==> config.mk <==
export PLATFORM = sky130hd
export DESIGN_NAME = multicycle_control
export DESIGN_NICKNAME = d
export VERILOG_FILES = /design/src/rtl/multicycle_control.sv
export SDC_FILE = /design/constraint.sdc
export NUM_CORES = 1
export LEC_CHECK = 0
export BUFFER_PORTS_ARGS = -buffer_cell sky130_fd_sc_hd__buf_2
export CORE_UTILIZATION = 51
export DETAILED_ROUTE_END_ITERATION = 16
export HOLD_SLACK_MARGIN = 0.1
export PLACE_DENSITY = 0.81
export SYNTH_ARGS = -nofsm -noshare
export SYNTH_HDL_FRONTEND = slang
export SYNTH_SLANG_ARGS = --single-unit
==> constraint.sdc <==
create_clock -name CLK -period 3.2 [get_ports CLK]
set_clock_uncertainty 0.1 [all_clocks]
set_input_delay 0.48 -clock CLK [delete_from_list [all_inputs] [get_ports CLK]]
set_output_delay 0.48 -clock CLK [all_outputs]
set_load 0.05 [all_outputs]
==> src/rtl/multicycle_control.sv <==
// multicycle_control: main sequencing FSM of the multi-cycle RV32I core.
// It decodes the IR opcode and drives every datapath enable and mux select.
// It also keeps a retired-instruction counter and a sticky illegal-instruction flag.
//
// Handshake: imem_read / mem_read / mem_write are requests that are held high
// every cycle until the matching *_ready is seen high, including that cycle.
// The FSM advances only on the cycle where request && ready. A reset abandons
// any outstanding request at once, because all outputs are forced low while RST is high.
module multicycle_control #(
    parameter int CNT_W = 32
) (
    input  logic             CLK,
    input  logic             RST,
    input  logic [31:0]      instr,
    input  logic             imem_ready,
    input  logic             dmem_ready,
    input  logic             branch_taken,
    output logic             imem_read,
    output logic             ir_write,
    output logic             pc_write,
    output logic             pc_src,
    output logic [1:0]       alu_src_a,
    output logic [1:0]       alu_src_b,
    output logic [1:0]       alu_op,
    output logic             mem_read,
    output logic             mem_write,
    output logic             reg_write,
    output logic [1:0]       wb_sel,
    output logic             illegal,
    output logic [3:0]       state,
    output logic [CNT_W-1:0] instret
);

    typedef enum logic [3:0] {
        S_FETCH    = 4'd0,
        S_DECODE   = 4'd1,
        S_EXEC_R   = 4'd2,
        S_EXEC_I   = 4'd3,
        S_MEM_ADDR = 4'd4,
        S_MEM_RD   = 4'd5,
        S_MEM_WR   = 4'd6,
        S_WB_ALU   = 4'd7,
        S_WB_MEM   = 4'd8,
        S_BRANCH   = 4'd9,
        S_JAL      = 4'd10,
        S_JALR     = 4'd11,
        S_LUI      = 4'd12,
        S_TRAP     = 4'd15
    } state_e;

    localparam logic [6:0] OP_R      = 7'b0110011;
    localparam logic [6:0] OP_I      = 7'b0010011;
    localparam logic [6:0] OP_LOAD   = 7'b0000011;
    localparam logic [6:0] OP_STORE  = 7'b0100011;
    localparam logic [6:0] OP_BRANCH = 7'b1100011;
    localparam logic [6:0] OP_JAL    = 7'b1101111;
    localparam logic [6:0] OP_JALR   = 7'b1100111;
    localparam logic [6:0] OP_LUI    = 7'b0110111;
    localparam logic [6:0] OP_AUIPC  = 7'b0010111;

    // Mux select encodings.
    localparam logic [1:0] A_PC     = 2'b00;
    localparam logic [1:0] A_RS1    = 2'b01;
    localparam logic [1:0] A_OLD_PC = 2'b10;
    localparam logic [1:0] B_RS2    = 2'b00;
    localparam logic [1:0] B_IMM    = 2'b01;
    localparam logic [1:0] B_FOUR   = 2'b10;
    localparam logic [1:0] OP_FUNCT_R = 2'b00;
    localparam logic [1:0] OP_FUNCT_I = 2'b01;
    localparam logic [1:0] OP_ADD   = 2'b10;
    localparam logic [1:0] OP_SUB   = 2'b11;
    localparam logic [1:0] WB_ALU   = 2'b00;
    localparam logic [1:0] WB_MEM   = 2'b01;
    localparam logic [1:0] WB_PC    = 2'b10;
    localparam logic [1:0] WB_IMM   = 2'b11;

    state_e           state_q, state_d;
    logic [CNT_W-1:0] instret_q, instret_d;
    logic             illegal_q, illegal_d;
    logic [6:0]       opcode;

    // Only the opcode field is decoded here; the rest of the IR belongs to the datapath.
    logic unused_instr_bits;
    assign unused_instr_bits = ^instr[31:7];
    assign opcode = instr[6:0];

    // State, retired-instruction counter and sticky trap flag registers.
    always_ff @(posedge CLK) begin
        if (RST) begin
            state_q   <= S_FETCH;
            instret_q <= '0;
            illegal_q <= 1'b0;
        end else begin
            state_q   <= state_d;
            instret_q <= instret_d;
            illegal_q <= illegal_d;
        end
    end

    // Next-state decode, counter increment on instruction completion, trap latch.
    always_comb begin
        state_d = state_q;
        case (state_q)
            S_FETCH:    if (imem_ready) state_d = S_DECODE;
            S_DECODE: begin
                case (opcode)
                    OP_R:      state_d = S_EXEC_R;
                    OP_I:      state_d = S_EXEC_I;
                    OP_LOAD,
                    OP_STORE:  state_d = S_MEM_ADDR;
                    OP_BRANCH: state_d = S_BRANCH;
                    OP_JAL:    state_d = S_JAL;
                    OP_JALR:   state_d = S_JALR;
                    OP_LUI:    state_d = S_LUI;
                    OP_AUIPC:  state_d = S_WB_ALU;
                    default:   state_d = S_TRAP;
                endcase
            end
            S_EXEC_R:   state_d = S_WB_ALU;
            S_EXEC_I:   state_d = S_WB_ALU;
            S_MEM_ADDR: state_d = (opcode == OP_STORE) ? S_MEM_WR : S_MEM_RD;
            S_MEM_RD:   if (dmem_ready) state_d = S_WB_MEM;
            S_MEM_WR:   if (dmem_ready) state_d = S_FETCH;
            S_WB_ALU:   state_d = S_FETCH;
            S_WB_MEM:   state_d = S_FETCH;
            S_BRANCH:   state_d = S_FETCH;
            S_JAL:      state_d = S_FETCH;
            S_JALR:     state_d = S_FETCH;
            S_LUI:      state_d = S_FETCH;
            S_TRAP:     state_d = S_TRAP;
            default:    state_d = S_TRAP;
        endcase

        // An instruction retires whenever control returns to FETCH from elsewhere.
        instret_d = instret_q;
        if (state_d == S_FETCH && state_q != S_FETCH) begin
            instret_d = instret_q + {{(CNT_W-1){1'b0}}, 1'b1};
        end

        // Flag becomes visible in the same cycle the FSM sits in TRAP.
        illegal_d = illegal_q | (state_d == S_TRAP);
    end

    // Moore-style datapath controls; everything is held at zero during reset.
    always_comb begin
        imem_read = 1'b0;
        ir_write  = 1'b0;
        pc_write  = 1'b0;
        pc_src    = 1'b0;
        alu_src_a = A_PC;
        alu_src_b = B_RS2;
        alu_op    = OP_FUNCT_R;
        mem_read  = 1'b0;
        mem_write = 1'b0;
        reg_write = 1'b0;
        wb_sel    = WB_ALU;
        if (!RST) begin
            case (state_q)
                S_FETCH: begin
                    imem_read = 1'b1;
                    if (imem_ready) begin
                        ir_write  = 1'b1;
                        pc_write  = 1'b1;
                        alu_src_a = A_PC;
                        alu_src_b = B_FOUR;
                        alu_op    = OP_ADD;
                        pc_src    = 1'b0;
                    end
                end
                S_DECODE: begin
                    alu_src_a = A_OLD_PC;
                    alu_src_b = B_IMM;
                    alu_op    = OP_ADD;
                end
                S_EXEC_R: begin
                    alu_src_a = A_RS1;
                    alu_src_b = B_RS2;
                    alu_op    = OP_FUNCT_R;
                end
                S_EXEC_I: begin
                    alu_src_a = A_RS1;
                    alu_src_b = B_IMM;
                    alu_op    = OP_FUNCT_I;
                end
                S_MEM_ADDR: begin
                    alu_src_a = A_RS1;
                    alu_src_b = B_IMM;
                    alu_op    = OP_ADD;
                end
                S_MEM_RD: mem_read  = 1'b1;
                S_MEM_WR: mem_write = 1'b1;
                S_WB_ALU: begin
                    reg_write = 1'b1;
                    wb_sel    = WB_ALU;
                end
                S_WB_MEM: begin
                    reg_write = 1'b1;
                    wb_sel    = WB_MEM;
                end
                S_LUI: begin
                    reg_write = 1'b1;
                    wb_sel    = WB_IMM;
                end
                S_BRANCH: begin
                    alu_src_a = A_RS1;
                    alu_src_b = B_RS2;
                    alu_op    = OP_SUB;
                    if (branch_taken) begin
                        pc_write = 1'b1;
                        pc_src   = 1'b1;
                    end
                end
                S_JAL: begin
                    // PC already holds old_pc+4, so the link value comes straight from PC.
                    reg_write = 1'b1;
                    wb_sel    = WB_PC;
                    pc_write  = 1'b1;
                    pc_src    = 1'b1;
                end
                S_JALR: begin
                    // Target computed this cycle; the datapath clears bit 0.
                    alu_src_a = A_RS1;
                    alu_src_b = B_IMM;
                    alu_op    = OP_ADD;
                    pc_write  = 1'b1;
                    pc_src    = 1'b0;
                    reg_write = 1'b1;
                    wb_sel    = WB_PC;
                end
                default: ;
            endcase
        end
    end

    // Debug and status views, forced low during reset like every other output.
    always_comb begin
        state   = RST ? 4'd0 : state_q;
        instret = RST ? '0 : instret_q;
        illegal = RST ? 1'b0 : illegal_q;
    end

endmodule

==> flow_metrics.py, run 1 <==
metrics = {
    "yosys": {
        "synth.top_cell.area_share": 0.278,
        "synth-xor-area-share": 0.00657,
        "synth_compound_area_frac": 0.155,
        "synthTopCellsByArea": "dfxtp_1 28%, nor2b_1 9.2%, mux2_2 6.8%",
        "yosys.area_share.adder": 0.00845,
        "syn_nets": 387,
        "async_flop_share": 0,
        "muxShareOfSynthArea": 0.0798,
        "syn_inst": 349,
        "synth_top_area_cell": "dfxtp_1",
        "syn_area_per_cell_um2": 7.64,
        "synth_area_um2": 2670,
        "synth_edf_count": 0,
        "synth_warnings": 0,
        "synth_top_flop_cell": "dfxtp_1",
        "yosys.area_share.simple": 0.395,
        "ys_seq_area_frac": 0.278,
        "yosys.cell_types.count": 53,
        "ys_seq_elements": 37,
        "synth_top_family_by_area": "simple AND/OR/NAND/NOR gates",
    },
    "detailed_routing": {
        "vias": 2724,
        "first_iter_violations": 232,
        "drc_errors": 0,
        "finalWirelength_mm": 6.41,
        "viasPerCell": 5.81,
        "first_pass_iters": 4,
        "drtAntennaViolNets": 0,
        "wl_per_cell_um": 13.7,
    },
    "final_layout": {
        "layout_common_cells": "63 x buf_2, 39 x nor2b_1, 37 x dfxtp_1",
        "nFillCells": 469,
        "nets": 440,
        "synthToLayoutAreaGrowth_pct": 15.3,
        "num_antenna_cells": 0,
        "final_common_cell": "buf_2",
        "drive_above_1_share": 0.266,
    },
    "floorplan": {
        "core.rowCount": 25,
        "die-area_um2": 5520,
        "io_pins": 89,
        "coreArea_um2": 4880,
        "dieHeight_um": 74.3,
        "die_w_um": 74.3,
        "initial_core_util": 0.546,
    },
    "power": {
        "p_per_area_nw_per_um2": 626,
        "intPower_mw": 0.959,
        "design_power_total_mw": 1.92,
        "p_comb_frac": 0.547,
        "p_seq_frac": 0.288,
        "peakVddDrop_v": 0.000360,
        "swShare": 0.502,
        "clkPwrFrac": 0.165,
        "p_switching_mw": 0.966,
        "leakagePower_nw": 1.28,
    },
    "timing": {
        "min_period_ps": 2600,
        "setup_viol": 0,
        "post-route-period-util": 0.814,
        "max_freq_ghz": 0.384,
        "tightest_slew_ps": 850,
        "drv_slew": 0,
        "rsz0062_at_grt": "false",
        "hold_ws_ps": 388,
        "hold_viol": 0,
        "max_slew_margin": 0.434,
    },
    "clocking": {
        "cts_max_level": 2,
        "cts_buffer_depth": 2,
        "clkLatencyLatePin_ps": 290,
        "cts-resized-gates": 0,
        "clkTransAtPathRegs_ps": 70,
        "root_buffer": "clkbuf_8",
        "cts_buffers": 5,
        "cts_hold_buf": 0,
        "cts.sinks": 37,
        "cts_tree": "yes",
        "cts_setup_buffers": 0,
    },
    "worst_setup_path": {
        "slowest_stage": "dfxtp_1",
        "reg2reg_depth": 8,
        "critical_path_required_ps": 3280,
        "reg2reg_slack_ps": 600,
        "path_cells": "buf_4 > o21a_1 > a2111o_1 > o2111ai_2 > o21ai_2 > buf_4 > nor4_1 > mux2_2",
        "worstPathMaxFanout": 15,
        "crit_type": "reg -> reg",
        "path_buf_inv": 2,
        "cp.arrival_ps": 2690,
        "slowest_delay_ps": 460,
        "worstReg2RegEnd": "instret_q[18]",
        "startpoint_type": "flip-flop",
        "cp_top_family": "compound AO/OA/AOI/OAI gates",
        "cpMostUsedCell": "buf_4",
        "regToRegStartpoint": "state_q[2]",
        "worstSetupEndpointType": "flip-flop",
    },
    "placed_design": {
        "routabilityCongestion": 0.859,
        "numPortBuffers": 63,
        "dp_hpwl_mm": 4.63,
    },
    "flow_run": {
        "cap_viol_max_count": 0,
    },
    "run_status": {
        "status": "complete, no violations",
    },
    "global_routing": {
        "grt_max_degree": 51,
        "track_usage": 0.246,
        "grt_pass1_wl_mm": 10.6,
        "grt_overflow": 0,
        "grt_pass1_vias": 2302,
        "antenna_found_initial": 0,
    },
    "min_path": {
        "hold_depth": 2,
        "hold_path_startpoint": "instret_q[12]",
        "holdCritPathClass": "reg -> reg",
        "min_to": "instret_q[12]",
    },
}
[synthesized netlist by cell type, types with 2 or more instances]
master      n
o31ai_1    10
mux2_2     16
a31oi_1     2
nor2_1     35
nand2_1    22
nor2b_1    39
dfxtp_1    37
o211ai_1    3
and2_1      7
and3_1      7
nand4_1     8
nand2b_1    4
buf_6       8
nor3_1     22
inv_1       8
or3_1       5
o311ai_0    2
a2111oi_0   2
a21oi_1    20
buf_2       5
buf_1       3
o21ai_2     2
or4_1      11
and4_1      2
nor3b_1     2
nor4_1      4
clkbuf_1   13
o21ai_0     7
mux2_1      2
nand3_1    18
[cell type report]
type                    instances  area, µm²  share of cell area
clock buffers                   6       72.6              0.0236
clock inverters                 1       8.76             0.00285
inverters                       8       30.0             0.00977
multi-input cells             275       1730               0.564
flip-flops and latches         37        741               0.241
well taps                      67       83.8              0.0273
repair buffers                 75        405               0.132
[registers in the layout, indices dropped and copies added (netlist names)]
register / flops
illegal_q: 1
instret_q: 32
state_q: 4
[through the flow]
step	setup TNS (ps)	utilization	setup WS [ps]	cell area, µm²	cells
3_3_place_gp	0	0.613	572	2990	462
4_1_cts	0	0.630	598	3070	469
6_report	0	0.630	597	3070	469
2_1_floorplan	-89.5	-	-89.5	2680	349
3_5_place_dp	0	0.613	525	2990	462
5_1_grt	0	0.630	394	3070	469
[routing by layer]
layer  track usage  part of all wire
met1         0.347              0.47
met4        0.0818             0.014
met2         0.373              0.45
met5             0                 0
met3        0.0542             0.061
[power by group through the flow]
stage,Sequential [mW],Clock (mW),Combinational [mW]
6_report,0.555,0.317,1.05
3_5_place_dp,0.563,0,1.04
2_1_floorplan,0.514,0,0.929
4_1_cts,0.553,0.321,1.05
5_1_grt,0.562,0.344,1.14
3_3_place_gp,0.562,0,1.02
[worst max-delay path by stage]
stage / start / endpoint / depth (start not counted)
detailed placement: instr[3] / instret_q[18] / 8
global route: instret_q[0] / instret_q[24] / 7
floorplan: state_q[2] / alu_op[1] / 6
CTS: state_q[2] / instret_q[18] / 8
finish: state_q[2] / instret_q[18] / 8
global placement: instr[3] / instret_q[20] / 8
[tightest hold or removal path: cells and delay by family, from the launching register on]
family | cells | cell delay, ps
flops | 1 | 330
compound gates | 2 | 110
[logic make-up (layout without fill, tap and decap cells)]
family                     after synthesis  count (layout)
buffers and inverters                   37              90
and+or+nand+nor                        193             193
xor gates and xnor gates                 2               2
AOI/OAI and AO/OA                       59              59
adders and majority gates                2               2
DFF                                     37              37
muxes                                   19              19
(Power assumes the default switching activity.)
==> inputs of run 2 (changes only) <==
ABC_AREA = 1   (was not set)
CORE_UTILIZATION = 52   (was 51)
clock period = 2.7 ns   (was 3.2 ns; I/O delays follow)
==> run 2 against run 1 <==
Die area increased by 7.3%. Via count up 19%. Cell count up 30%. Worst setup slack worse by 350 ps. Routed wire length up 19%. Largest power group unchanged. Design area rose by 8.6%. Synthesized cell count is 39% higher. Critical path depth rose by 1. Synthesized area grew 9.7%. Register-to-register slack better by 30 ps. Sequential power rose by 11%. First-iteration DRC count rose by 18%.
==> flow_metrics.py, run 2 <==
metrics = {
    "run_status": {
        "status": "complete, no violations",
    },
    "timing": {
        "final.setup.tns_ps": 0,
        "hold_viol": 0,
        "layout_setup_ws_ps": 249,
        "min_period_ps": 2450,
        "post-route-period-util": 0.908,
        "drv_slew": 0,
        "max_freq_ghz": 0.408,
        "tightest_slew_ps": 422,
        "rsz0062_at_grt": "false",
        "max_slew_margin": 0.716,
        "setup_viol": 0,
    },
    "min_path": {
        "hold_path_startpoint": "illegal_q",
        "hold_depth": 2,
        "min_to": "illegal_q",
        "holdCritPathClass": "reg -> reg",
    },
    "yosys": {
        "synth_edf_count": 0,
        "syn_nets": 523,
        "synth_common_cells": "109 x nand2_1, 87 x nor2_1, 60 x inv_1, 44 x nand3_1, 42 x a21oi_1",
        "synth_warnings": 0,
        "synth.top_cell.area_share": 0.253,
        "synthTopCellsByArea": "dfxtp_1 25%, nand2_1 14%, nor2_1 11%",
        "yosysMostFrequentCell": "nand2_1",
        "ys_seq_elements": 37,
        "syn_area_per_cell_um2": 6.03,
        "synth_top_area_cell": "dfxtp_1",
        "yosys.cell_types.count": 30,
        "synth_area_um2": 2920,
        "synth_top_flop_cell": "dfxtp_1",
        "syn_inst": 485,
        "async_flop_share": 0,
        "ys_seq_area_frac": 0.253,
    },
    "clocking": {
        "cts_setup_buffers": 0,
        "cts_buffer_depth": 2,
        "cts_buffers": 5,
        "cts-resized-gates": 0,
        "root_buffer": "clkbuf_8",
        "clkLatencyLatePin_ps": 280,
        "clkTransAtPathRegs_ps": 70,
        "cts_tree": "yes",
        "cts_max_level": 2,
        "cts_hold_buf": 0,
        "cts.sinks": 37,
    },
    "worst_setup_path": {
        "reg2reg_slack_ps": 630,
        "worstReg2RegEnd": "instret_q[14]",
        "worstPathMaxFanout": 5,
        "crit_type": "reg -> out",
        "reg2reg_depth": 9,
        "critical_path_required_ps": 2190,
        "regToRegStartpoint": "state_q[2]",
        "path_cells": "inv_1 > nor2_1 > nand2_1 > inv_1 > a21oi_1 > inv_1 > nor2_1 > a31oi_1 > buf_2",
        "cpMostUsedCell": "inv_1",
        "startpoint_type": "flip-flop",
        "slowest_stage": "dfxtp_1",
        "worstSetupEndpointType": "output pin",
        "cp.arrival_ps": 1950,
        "slowest_delay_ps": 370,
    },
    "detailed_routing": {
        "wl_per_cell_um": 12.5,
        "viasPerCell": 5.30,
        "vias": 3241,
        "drtAntennaViolNets": 0,
        "first_pass_iters": 7,
        "first_iter_violations": 274,
        "drc_errors": 0,
        "finalWirelength_mm": 7.66,
    },
    "global_routing": {
        "antenna_found_initial": 0,
        "grt_pass1_vias": 2863,
        "track_usage": 0.260,
        "grt_overflow": 0,
        "grt_max_degree": 69,
        "grt_pass1_wl_mm": 12.6,
    },
    "final_layout": {
        "regMostFlops": "instret_q",
        "layout_common_cells": "109 x nand2_1, 87 x nor2_1, 63 x buf_2",
        "largest_register_ff_count": 32,
        "nets": 579,
        "largest_registers": "instret_q (32), state_q (4), illegal_q (1)",
        "drive_above_1_share": 0.188,
        "nFillCells": 546,
        "final_common_cell": "nand2_1",
        "synthToLayoutAreaGrowth_pct": 14.2,
        "num_antenna_cells": 0,
    },
    "power": {
        "leakagePower_nw": 1.47,
        "design_power_total_mw": 2.53,
        "p_per_area_nw_per_um2": 759,
        "peakVddDrop_v": 0.000731,
    },
    "floorplan": {
        "io_pins": 89,
        "initial_core_util": 0.555,
        "die-area_um2": 5920,
        "core.rowCount": 26,
        "coreArea_um2": 5270,
        "dieHeight_um": 77.0,
        "die_w_um": 77.0,
    },
    "flow_run": {
        "cap_viol_max_count": 0,
    },
    "placed_design": {
        "preCtsSetupSlack_ps": 504,
        "routabilityCongestion": 1.01,
        "dp_hpwl_mm": 5.90,
        "numPortBuffers": 63,
    },
}
==> run 2: cell count changes after synthesis, sizes merged, moves of 7 or more <==
cell / delta
nor2b: -39
inv: +55
or4: -11
and3: -7
nand3: +29
nand2: +93
and2: -7
xor2: +28
o21ai: -7
a21oi: +24
o31ai: -10
mux2: -18
nor2: +59
==> run 2: worst max-delay path, delay by kind of cell, from the launching register on <==
family          cells  cell delay, ps
simple gates        3             460
buf+inv             4             620
flops               1             370
compound gates      2             200
==> run 2: logic make-up after synthesis <==
kind of cell,count (synthesis),share of synthesized area
AND/OR/NAND/NOR,285,0.432
buffers and inverters,82,0.128
AO/OA/AOI/OAI,51,0.0946
flip-flops,37,0.253
XOR/XNOR,29,0.0869
adder cells (fa/ha/maj),1,0.00428
==> run 2: metal layers <==
| layer | part of all wire | global-route usage | up-vias |
|---|---|---|---|
| met5 | 0 | 0 | - |
| met4 | 0.018 | 0.0755 | 0 |
| met1 | 0.42 | 0.312 | 1490 |
| li1 | - | - | 1635 |
| met3 | 0.049 | 0.0500 | 14 |
| met2 | 0.51 | 0.468 | 102 |
==> run 2: power by group <==
group | internal [mW] | switching, mW
sequential | 0.579 | 0.0390
combinational | 0.359 | 1.13
clock | 0.231 | 0.199
==> run 2: how the worst max path moves through the flow <==
| stage | slack (ps) | startpoint | to |
|---|---|---|---|
| floorplan | 330 | RST | alu_src_a[1] |
| global placement | 610 | instr[2] | instret_q[17] |
| detailed placement | 500 | instr[2] | instret_q[28] |
| CTS | 240 | state_q[2] | alu_op[1] |
| global route | 50 | state_q[2] | alu_op[1] |
| finish | 250 | state_q[2] | alu_op[1] |
==> run 2: final cells by class <==
class                   instances  area, µm²  area share
clock inverters                 1       5.00     0.00150
inverters                      63        236      0.0708
flip-flops and latches         37        741       0.222
multi-input cells             366       1810       0.541
well taps                      70       87.6      0.0262
repair buffers                 68        365       0.109
clock buffers                   7       96.3      0.0289
==> run 2: per-stage QoR <==
step                      hold WS [ps]   util  cell area, µm²  instances
after detailed placement           360  0.614            3240        604
after floorplan                    337      -            2920        485
after global placement             348  0.614            3240        604
after CTS                          372  0.633            3340        612
after global routing               402  0.633            3340        612
final                              370  0.633            3340        612
==> inputs of run 3 (changes only) <==
ABC_AREA = not set   (was 1)
CORE_UTILIZATION = 51   (was 52)
==> run 3 against run 2 <==
Design area fell by 4.4%. Power rose by 0.42%. First-iteration DRC count fell by 6.2%. Sequential share of layout area rose by 1.0 points. Via count fell by 13%. Flip-flop and latch count did not move. Utilization rose by 2.1 points. Critical endpoint is now instret_q[31]. Largest power group unchanged.
==> flow_metrics.py, run 3 (synthesis results as in run 1) <==
metrics = {
    "power": {
        "leakagePower_nw": 1.34,
        "swShare": 0.464,
        "p_comb_frac": 0.520,
        "peakVddDrop_v": 0.000448,
        "p_seq_frac": 0.255,
        "p_switching_mw": 1.18,
        "clkPwrFrac": 0.224,
        "p_per_area_nw_per_um2": 797,
        "intPower_mw": 1.36,
    },
    "floorplan": {
        "initial_core_util": 0.546,
        "die-area_um2": 5520,
        "io_pins": 89,
        "dieHeight_um": 74.3,
        "core.rowCount": 25,
        "die_w_um": 74.3,
        "coreArea_um2": 4880,
    },
    "clocking": {
        "cts_max_level": 2,
        "clkTransAtPathRegs_ps": 70,
        "clkLatencyLatePin_ps": 300,
        "cts_hold_buf": 0,
        "cts-resized-gates": 0,
        "cts_buffer_depth": 2,
        "cts_setup_buffers": 0,
        "cts_buffers": 5,
        "root_buffer": "clkbuf_8",
        "cts_tree": "yes",
        "cts.sinks": 37,
    },
    "placed_design": {
        "dp_hpwl_mm": 4.83,
        "numPortBuffers": 63,
        "placed_area_um2": 3060,
        "routabilityCongestion": 0.888,
        "preCtsSetupSlack_ps": 138,
    },
    "global_routing": {
        "antenna_found_initial": 0,
        "grt_pass1_vias": 2478,
        "grt_overflow": 0,
        "grt_pass1_wl_mm": 11.3,
        "grtUsageMet2": 0.440,
        "use_met1": 0.343,
        "grt_max_degree": 48,
        "use_met3": 0.0515,
        "grt.busiest_layer": "met2",
        "track_usage": 0.264,
    },
    "worst_setup_path": {
        "worstSetupEndpointType": "flip-flop",
        "worstReg2RegEnd": "instret_q[31]",
        "cp.arrival_ps": 2550,
        "reg2reg_slack_ps": 230,
        "reg2reg_depth": 7,
        "worstPathMaxFanout": 47,
        "worstSetupEndpoint": "instret_q[31]",
        "startpoint_type": "flip-flop",
        "critPathLaunch": "state_q[3]",
        "regToRegStartpoint": "state_q[3]",
        "crit_type": "reg -> reg",
        "critical_path_required_ps": 2780,
    },
    "timing": {
        "post-route-period-util": 0.914,
        "hold_ws_ps": 392,
        "final.setup.tns_ps": 0,
        "max_freq_ghz": 0.405,
        "layout_setup_ws_ps": 232,
        "max_slew_margin": 0.574,
        "tightest_slew_ps": 639,
        "setup_viol": 0,
        "hold_viol": 0,
        "drv_slew": 0,
        "rsz0062_at_grt": "false",
        "min_period_ps": 2470,
    },
    "final_layout": {
        "final_cell_area_um2": 3190,
        "layout_common_cells": "63 x buf_2, 39 x nor2b_1, 37 x dfxtp_1",
        "num_antenna_cells": 0,
        "final_common_cell": "buf_2",
        "synthToLayoutAreaGrowth_pct": 19.8,
        "largest_registers": "instret_q (32), state_q (4), illegal_q (1)",
        "nFillCells": 445,
        "largest_register_ff_count": 32,
        "drive_above_1_share": 0.280,
        "nets": 444,
        "regMostFlops": "instret_q",
    },
    "flow_run": {
        "cap_viol_max_count": 0,
    },
    "detailed_routing": {
        "drtAntennaViolNets": 0,
        "wl_per_cell_um": 14.3,
        "vias": 2811,
        "finalWirelength_mm": 6.80,
        "first_iter_violations": 257,
        "drc_errors": 0,
        "first_pass_iters": 4,
        "viasPerCell": 5.93,
    },
    "run_status": {
        "status": "complete, no violations",
    },
    "min_path": {
        "holdCritPathClass": "reg -> reg",
    },
}
==> run 3: layout make-up <==
class,count,area [µm²],area share
Sequential cell,37,741,0.232
Timing Repair Buffer,79,460,0.144
Multi-Input combinational cell,275,1740,0.546
Inverter,8,30.0,0.00941
Clock inverter,3,65.1,0.0204
Clock buffer,5,68.8,0.0216
Tap cell,67,83.8,0.0263
==> run 3: worst min path at each step <==
stage / start / end / cells past startpoint
CTS: imem_ready / state_q[0] / 3
floorplan: instret_q[14] / instret_q[14] / 2
detailed placement: instret_q[12] / instret_q[12] / 2
global placement: instret_q[12] / instret_q[12] / 2
global route: instret_q[14] / instret_q[14] / 2
finish: instret_q[12] / instret_q[12] / 2
==> run 3: routing by layer <==
layer	part of all wire	routed length, µm
met1	0.44	3000
met2	0.48	3290
met3	0.064	433
met4	0.010	70
met5	0	0
==> run 3: stage by stage <==
stage / total power, mW / util / instances
finish: 2.54 / 0.654 / 474
global route: 2.69 / 0.654 / 474
CTS: 2.54 / 0.654 / 474
detailed placement: 1.97 / 0.627 / 466
global placement: 1.94 / 0.627 / 466
floorplan: 1.73 / - / 349
==> run 3: critical path, stage by stage, from the launching register on <==
cell and delay [ps]:
dfxtp_1 440, o21a_1 240, a2111o_1 390, o2111ai_2 120, o21ai_2 110, buf_12 180, nor4_1 390, mux2_1 360
==> run 3: power groups by stage <==
stage	clock, mW	sequential [mW]	combinational, mW
3_5_place_dp	0	0.658	1.31
3_3_place_gp	0	0.652	1.28
2_1_floorplan	0	0.609	1.12
6_report	0.571	0.649	1.32
5_1_grt	0.603	0.654	1.44
4_1_cts	0.584	0.646	1.31
